## src/rtl/fx2_tag_packetizer_if.sv

```systemverilog
// Tag-word handshake and FX2 slave-FIFO write-side bus bundle.
// The master drives tags and grant; the slave is the packetizer.
interface fx2_tag_packetizer_if #(
  parameter int WORD_BYTES = 4,
  parameter int FIFO_DEPTH = 16
);
  logic [8*WORD_BYTES-1:0]     TAG_DATA;
  logic                        TAG_VALID;
  logic                        TAG_READY;
  logic                        FIFO4_ready_to_accept_data;
  logic                        BUS_GNT;
  logic                        BUS_REQ;
  logic [1:0]                  FIFO_FIFOADR;
  logic [7:0]                  FIFO_DATAOUT;
  logic                        FIFO_DATAOUT_OE;
  logic                        FIFO_WR;
  logic                        FIFO_PKTEND;
  logic [$clog2(FIFO_DEPTH):0] FILL_LEVEL;

  modport master (
    output TAG_DATA, TAG_VALID,
    output FIFO4_ready_to_accept_data, BUS_GNT,
    input  TAG_READY, BUS_REQ, FIFO_FIFOADR,
    input  FIFO_DATAOUT, FIFO_DATAOUT_OE,
    input  FIFO_WR, FIFO_PKTEND, FILL_LEVEL
  );

  modport slave (
    input  TAG_DATA, TAG_VALID,
    input  FIFO4_ready_to_accept_data, BUS_GNT,
    output TAG_READY, BUS_REQ, FIFO_FIFOADR,
    output FIFO_DATAOUT, FIFO_DATAOUT_OE,
    output FIFO_WR, FIFO_PKTEND, FILL_LEVEL
  );
endinterface

```

## src/rtl/fx2_tag_packetizer.sv

```systemverilog
// Buffers time-tag words and serializes them LSB-byte-first into
// FX2 FIFO4, committing short packets with PKTEND after idle time.
module fx2_tag_packetizer #(
  parameter int         WORD_BYTES    = 4,
  parameter int         FIFO_DEPTH    = 16,
  parameter int         PKT_BYTES     = 512,
  parameter int         FLUSH_TIMEOUT = 65535,
  parameter logic [1:0] TX_FIFOADR    = 2'b10
) (
  input logic                 FIFO_CLK,
  input logic                 RST_n,
  fx2_tag_packetizer_if.slave bus
);
  localparam int DW  = 8*WORD_BYTES;
  localparam int AW  = $clog2(FIFO_DEPTH);
  localparam int BCW = $clog2(PKT_BYTES);
  localparam int TW  = $clog2(FLUSH_TIMEOUT+1);
  localparam int IW  = (WORD_BYTES > 1) ?
                       $clog2(WORD_BYTES) : 1;

  typedef enum logic [2:0] {
    S_IDLE, S_REQ, S_TURN, S_WRITE, S_FLUSH, S_REL
  } state_t;

  state_t          state, state_nx;
  logic [DW-1:0]   mem [FIFO_DEPTH];
  logic [AW-1:0]   wptr, rptr;
  logic [AW:0]     count;
  logic            rdy_q;
  logic [DW-1:0]   sh_data;
  logic [IW-1:0]   sh_idx;
  logic            sh_valid;
  logic [BCW-1:0]  byte_cnt;
  logic [TW-1:0]   timer;

  logic full, empty, push, pop, gnt;
  logic wr, last_wr, pktend, oe, req;
  logic flush_pend;

  assign gnt     = bus.BUS_GNT;
  assign full    = (count == (AW+1)'(FIFO_DEPTH));
  assign empty   = (count == '0);
  assign push    = bus.TAG_VALID && rdy_q && !full;
  assign last_wr = wr && (sh_idx == IW'(WORD_BYTES-1));
  // Words leave the buffer only once the bus is ours.
  assign pop     = !empty && (!sh_valid || last_wr) &&
                   (state == S_TURN || state == S_WRITE);
  assign flush_pend = (timer == TW'(FLUSH_TIMEOUT)) &&
                      (byte_cnt != '0);

  always_ff @(posedge FIFO_CLK or negedge RST_n) begin
    if (!RST_n) begin
      for (int i = 0; i < FIFO_DEPTH; i++) mem[i] <= '0;
      wptr  <= '0;
      rptr  <= '0;
      count <= '0;
      rdy_q <= 1'b0;
    end else begin
      rdy_q <= 1'b1;
      if (push) begin
        mem[wptr] <= bus.TAG_DATA;
        wptr      <= wptr + 1'b1;
      end
      if (pop) rptr <= rptr + 1'b1;
      if (push && !pop)      count <= count + 1'b1;
      else if (!push && pop) count <= count - 1'b1;
    end
  end

  always_ff @(posedge FIFO_CLK or negedge RST_n) begin
    if (!RST_n) begin
      sh_data  <= '0;
      sh_idx   <= '0;
      sh_valid <= 1'b0;
    end else if (pop) begin
      sh_data  <= mem[rptr];
      sh_idx   <= '0;
      sh_valid <= 1'b1;
    end else if (last_wr) begin
      sh_valid <= 1'b0;
    end else if (wr) begin
      sh_data  <= sh_data >> 8;
      sh_idx   <= sh_idx + 1'b1;
    end
  end

  always_ff @(posedge FIFO_CLK or negedge RST_n) begin
    if (!RST_n) begin
      byte_cnt <= '0;
      timer    <= '0;
    end else begin
      if (pktend)
        byte_cnt <= '0;
      else if (wr)
        byte_cnt <= (byte_cnt == BCW'(PKT_BYTES-1)) ?
                    '0 : byte_cnt + 1'b1;
      if (push || wr || pktend || byte_cnt == '0)
        timer <= '0;
      else if (empty && !sh_valid &&
               timer != TW'(FLUSH_TIMEOUT))
        timer <= timer + 1'b1;
    end
  end

  always_ff @(posedge FIFO_CLK or negedge RST_n) begin
    if (!RST_n) state <= S_IDLE;
    else        state <= state_nx;
  end

  always_comb begin
    state_nx = state;
    req      = 1'b0;
    oe       = 1'b0;
    wr       = 1'b0;
    pktend   = 1'b0;
    case (state)
      S_IDLE: begin
        if (!empty || sh_valid || flush_pend)
          state_nx = S_REQ;
      end
      S_REQ: begin
        req = 1'b1;
        if (gnt) state_nx = S_TURN;
      end
      S_TURN: begin
        req = 1'b1;
        oe  = 1'b1;
        if (!gnt)           state_nx = S_REQ;
        else if (flush_pend) state_nx = S_FLUSH;
        else                state_nx = S_WRITE;
      end
      S_WRITE: begin
        req = 1'b1;
        oe  = 1'b1;
        wr  = gnt && bus.FIFO4_ready_to_accept_data &&
              sh_valid;
        if (!gnt)
          state_nx = S_REQ;
        else if ((!sh_valid || last_wr) && empty)
          state_nx = S_REL;
      end
      S_FLUSH: begin
        req    = 1'b1;
        oe     = 1'b1;
        pktend = gnt;
        state_nx = gnt ? S_REL : S_REQ;
      end
      S_REL:   state_nx = S_IDLE;
      default: state_nx = S_IDLE;
    endcase
  end

  assign bus.TAG_READY       = rdy_q && !full;
  assign bus.BUS_REQ         = req;
  assign bus.FIFO_FIFOADR    = TX_FIFOADR;
  assign bus.FIFO_DATAOUT    = oe ? sh_data[7:0] : 8'h00;
  assign bus.FIFO_DATAOUT_OE = oe;
  assign bus.FIFO_WR         = wr;
  assign bus.FIFO_PKTEND     = pktend;
  assign bus.FILL_LEVEL      = count;
endmodule

```

## src/flat_wrapper.sv

```systemverilog
// flat-port wrapper written by rule: the top's interface ports become plain ports
module fx2_tag_packetizer_flat 
#(
  parameter int         WORD_BYTES    = 4,
  parameter int         FIFO_DEPTH    = 16,
  parameter int         PKT_BYTES     = 512,
  parameter int         FLUSH_TIMEOUT = 65535,
  parameter logic [1:0] TX_FIFOADR    = 2'b10
)
  (FIFO_CLK, RST_n, bus_TAG_DATA, bus_TAG_VALID, bus_FIFO4_ready_to_accept_data, bus_BUS_GNT, bus_TAG_READY, bus_BUS_REQ, bus_FIFO_FIFOADR, bus_FIFO_DATAOUT, bus_FIFO_DATAOUT_OE, bus_FIFO_WR, bus_FIFO_PKTEND, bus_FILL_LEVEL);
  fx2_tag_packetizer_if #(.WORD_BYTES(WORD_BYTES), .FIFO_DEPTH(FIFO_DEPTH)) bus_i ();
  input logic FIFO_CLK;
  input logic RST_n;
  input wire logic [$bits(bus_i.TAG_DATA)-1:0] bus_TAG_DATA;
  input wire logic [$bits(bus_i.TAG_VALID)-1:0] bus_TAG_VALID;
  input wire logic [$bits(bus_i.FIFO4_ready_to_accept_data)-1:0] bus_FIFO4_ready_to_accept_data;
  input wire logic [$bits(bus_i.BUS_GNT)-1:0] bus_BUS_GNT;
  output wire logic [$bits(bus_i.TAG_READY)-1:0] bus_TAG_READY;
  output wire logic [$bits(bus_i.BUS_REQ)-1:0] bus_BUS_REQ;
  output wire logic [$bits(bus_i.FIFO_FIFOADR)-1:0] bus_FIFO_FIFOADR;
  output wire logic [$bits(bus_i.FIFO_DATAOUT)-1:0] bus_FIFO_DATAOUT;
  output wire logic [$bits(bus_i.FIFO_DATAOUT_OE)-1:0] bus_FIFO_DATAOUT_OE;
  output wire logic [$bits(bus_i.FIFO_WR)-1:0] bus_FIFO_WR;
  output wire logic [$bits(bus_i.FIFO_PKTEND)-1:0] bus_FIFO_PKTEND;
  output wire logic [$bits(bus_i.FILL_LEVEL)-1:0] bus_FILL_LEVEL;
  assign bus_i.TAG_DATA = bus_TAG_DATA;
  assign bus_i.TAG_VALID = bus_TAG_VALID;
  assign bus_i.FIFO4_ready_to_accept_data = bus_FIFO4_ready_to_accept_data;
  assign bus_i.BUS_GNT = bus_BUS_GNT;
  assign bus_TAG_READY = bus_i.TAG_READY;
  assign bus_BUS_REQ = bus_i.BUS_REQ;
  assign bus_FIFO_FIFOADR = bus_i.FIFO_FIFOADR;
  assign bus_FIFO_DATAOUT = bus_i.FIFO_DATAOUT;
  assign bus_FIFO_DATAOUT_OE = bus_i.FIFO_DATAOUT_OE;
  assign bus_FIFO_WR = bus_i.FIFO_WR;
  assign bus_FIFO_PKTEND = bus_i.FIFO_PKTEND;
  assign bus_FILL_LEVEL = bus_i.FILL_LEVEL;
  fx2_tag_packetizer #(.WORD_BYTES(WORD_BYTES), .FIFO_DEPTH(FIFO_DEPTH), .PKT_BYTES(PKT_BYTES), .FLUSH_TIMEOUT(FLUSH_TIMEOUT), .TX_FIFOADR(TX_FIFOADR)) u_core (.FIFO_CLK(FIFO_CLK), .RST_n(RST_n), .bus(bus_i));
endmodule
```

## config.mk

```make
export PLATFORM = sky130hd
export DESIGN_NAME = fx2_tag_packetizer_flat
export DESIGN_NICKNAME = d
export VERILOG_FILES = /design/src/rtl/fx2_tag_packetizer_if.sv /design/src/rtl/fx2_tag_packetizer.sv /design/src/flat_wrapper.sv
export SDC_FILE = /design/constraint.sdc
export NUM_CORES = 1
export LEC_CHECK = 0
export CORE_ASPECT_RATIO = 1.25
export CORE_UTILIZATION = 65
export DETAILED_ROUTE_END_ITERATION = 16
export PLACE_DENSITY = 0.92
export SYNTH_ARGS = -nofsm -noshare
export SYNTH_HDL_FRONTEND = slang
export SYNTH_SLANG_ARGS = --single-unit
```

## constraint.sdc

```tcl
create_clock -name FIFO_CLK -period 7.3 [get_ports FIFO_CLK]
set_input_delay 1.46 -clock FIFO_CLK [delete_from_list [all_inputs] [get_ports FIFO_CLK]]
set_output_delay 1.46 -clock FIFO_CLK [all_outputs]
set_load 0.02 [all_outputs]
```

==> summary.md <==
| Metric | Value |
|---|---|
| Status | `completed` |
| Vias in the first global route | `17356` |
| Core area | `0.0419 mm2` |
| DR iter-0 viols | `1319` |
| Crit end category | `primary output` |
| Worst Tran Pin Value | `1.29 ns` |
| Sequential fraction of the synthesis area | `53.5%` |
| Post-CTS resize count | `0` |
| Pre-CTS worst setup slack | `2.63 ns` |
| Post-Route Setup TNS | `0 ns` |
| Initial core utilization | `65.7%` |
| Kind of critical path | `primary input to primary output` |
| Pwr Density | `396 mW/mm2` |
| Root Driver | `clkbuf_16` |
| Metal2 WL | `33100 um` |
| Initial antenna violation count | `0` |
| First-pass DRT Iterations | `7` |
| Number of max-cap violations | `0` |
| Clock transition at the registers of the reported paths | `0.06 ns` |
| Unrepaired setup endpoints after global routing | `no` |
| Slew Limit Fails | `0` |
| Die Ht | `232 um` |
| Tot Pwr | `0.0118 W` |
| Area Growth Syn to Fin | `8.40%` |
| Highest Signal Layer | `met4` |
| Die Wd | `186 um` |
| Largest net degree at the start of global routing | `195` |
| Largest vdd supply drop | `236 uV` |
| Synth warn | `0` |
| Antenna Cells | `0` |
| Worst path required time | `5.84 ns` |
| Final WS setup | `2.61 ns` |
| Max_slew headroom | `13.5%` |
| Final non-filler cell total | `2397` |
| First-pass GRT wire length | `103000 um` |
| Inserted Clock Buffers | `54` |
| Commonest non-fill, non-tap cell in the layout | `dfrtp_1` |
| Fmax | `213 MHz` |
| CTS sink cnt | `589` |
| Cells after Synth | `1801` |
| Wire per inst | `27.6 um` |
| Final Cycle Share | `64.3%` |
| Share of layout cells above drive strength 1 | `43.1%` |
| RR Startpoint | `u_core.bus.FILL_LEVEL[1]` |
| Class of the worst hold path | `flop to flop` |
| Row cnt | `84` |
| TritonCTS clock tree | `done` |
| GRT Total Usage | `32.1%` |
| Post-CTS setup buffers | `0` |
| Clock skew | `0.0164 ns` |
| # DRC | `0` |
| Mapped Area | `0.0276 mm2` |
| Final min period | `4.69 ns` |
| Final wirelength | `66100 um` |
| Final Hold Vio Count | `0` |
| Synth Flop Type | `dfrtp_1` |
| Number of I/O port buffers | `54` |
| Metal-1 WL | `25100 um` |
| Seq cells post-synth | `589` |
| Critical Path Fanout Max | `8` |
| # setup viols final | `0` |
| Routability cong. | `0.801` |
| Commonest cells after routing, fill and taps aside | `586 x dfrtp_1, 480 x mux2_2, 128 x mux4_2` |
| Async set-reset flop share out of synthesis | `100%` |
| Post-synth cell types | `62` |
| H-tree levels | `2` |
| DP Cell Count | `2300` |
| Number of synthesized flops with an enable pin | `0` |
| Clk_lat worst skew | `0.59 ns` |
| Grt ovf | `0` |
| Maximum clock path buffer count | `3` |
| Worst setup SP type | `primary input` |
| Cts hold-fix bufs | `0` |
| HPWL Detailed | `35200 um` |
| LEAKAGE | `13.1 nW` |
| Post-Syn Area per Cell | `15.3 um2` |
| DRT antenna net count | `0` |
| Die Footprint | `0.0432 mm2` |
| Num ports | `57` |
| Nets | `1849` |
| Routed wl met3 | `4270 um` |
| Via count | `16236` |
| Arrival time worst endpoint | `3.23 ns` |
| Hold Crit Start | `u_core.mem[77]` |
| Worst Setup SP | `bus_BUS_GNT` |
| Routed vias/inst | `6.77` |
[report_power, final]
| group | internal [W] | switching [W] | leakage, nW | total (W) |
|---|---|---|---|---|
| logic | 0.00215 | 0.00137 | 4.59 | 0.00352 |
| registers | 0.00457 | 0.000898 | 7.61 | 0.00547 |
| clock network | 0.00162 | 0.00122 | 0.880 | 0.00283 |
| total | 0.00834 | 0.00348 | 13.1 | 0.0118 |
[worst max-delay path: stages]
cell             delay (ns)
clkdlybuf4s50_1        0.61
and3_1                 0.18
and3_1                 0.32
clkdlybuf4s50_1        0.66
[metal layers]
layer	track usage [%]	vias up
met5	0	-
met4	17.5	0
met3	5.27	249
met2	51.5	754
met1	42.0	8608
li1	-	6625
[flip-flops by register name (all words and copies together) (netlist names)]
register / cells
u_core.sh_data: 32
u_core.sh_valid: 1
u_core.mem: 512
u_core.wptr: 4
u_core.bus.FILL_LEVEL: 5
u_core.timer: 16
u_core.rptr: 4
u_core.state: 3
u_core.byte_cnt: 9
u_core.sh_idx: 2
u_core.rdy_q: 1
[Yosys cell counts (16+ instances only)]
library cell  instances  area share [%]
a31oi_1              24            0.54
buf_2                26            0.47
buf_4                16            0.44
buf_6                48             2.0
clkbuf_1             50            0.68
dfrtp_1             589              53
mux2_1               47             1.9
mux2_2              480              20
mux2_4               33             1.8
mux2i_1              19            0.69
mux4_2              128              10
nand2_1              80             1.1
nor2_1               31            0.42
o21ai_0              17            0.31
o22ai_1              24            0.54
xnor2_1              23            0.73
[through the flow]
step	util [%]	hold WS, ns	area [um2]
after floorplan	-	0.452	27600
after global placement	67.0	0.462	28100
after detailed placement	67.0	0.475	28100
after CTS	71.2	0.489	29900
after global routing	71.2	0.508	29900
final	71.2	0.484	29900
[worst paths after layout]
| path | endpoint | slack (ns) | cells after the start |
|---|---|---|---|
| max reg2reg | u_core.bus.FILL_LEVEL[4] | 3.58 | 11 |
| max | bus_FIFO_WR | 2.61 | 4 |
| max in group asynchronous | u_core.mem[369] | 4.82 | 2 |
| min | u_core.mem[77] | 0.48 | 1 |
| min reg2reg | u_core.mem[77] | 0.48 | 1 |
| min in group asynchronous | u_core.state[2] | 0.93 | 1 |
[cell families (layout without fill, tap and decap cells)]
family / Yosys count / count (layout) / share of synthesized area [%]
xor gates and xnor gates: 25 / 25 / 0.795
AOI/OAI and AO/OA: 94 / 94 / 2.26
muxes: 707 / 707 / 34.5
adders and majority gates: 15 / 15 / 0.708
and+or+nand+nor: 213 / 213 / 4.47
buffers and inverters: 156 / 192 / 3.77
DFF: 589 / 589 / 53.5
other: 2 / 3 / 0.0273
[cell type report]
cell class                      instances  area (um2)
Tap cell                              559         699
Multi-Input combinational cell       1057       11800
Clock buffer                           81        1600
Fill cell                            2334       12100
Inverter                               13        48.8
Clock inverter                         16         159
Timing Repair Buffer                   82         793
Sequential cell                       589       14800
No activity file was read; power rests on OpenSTA's default activity.
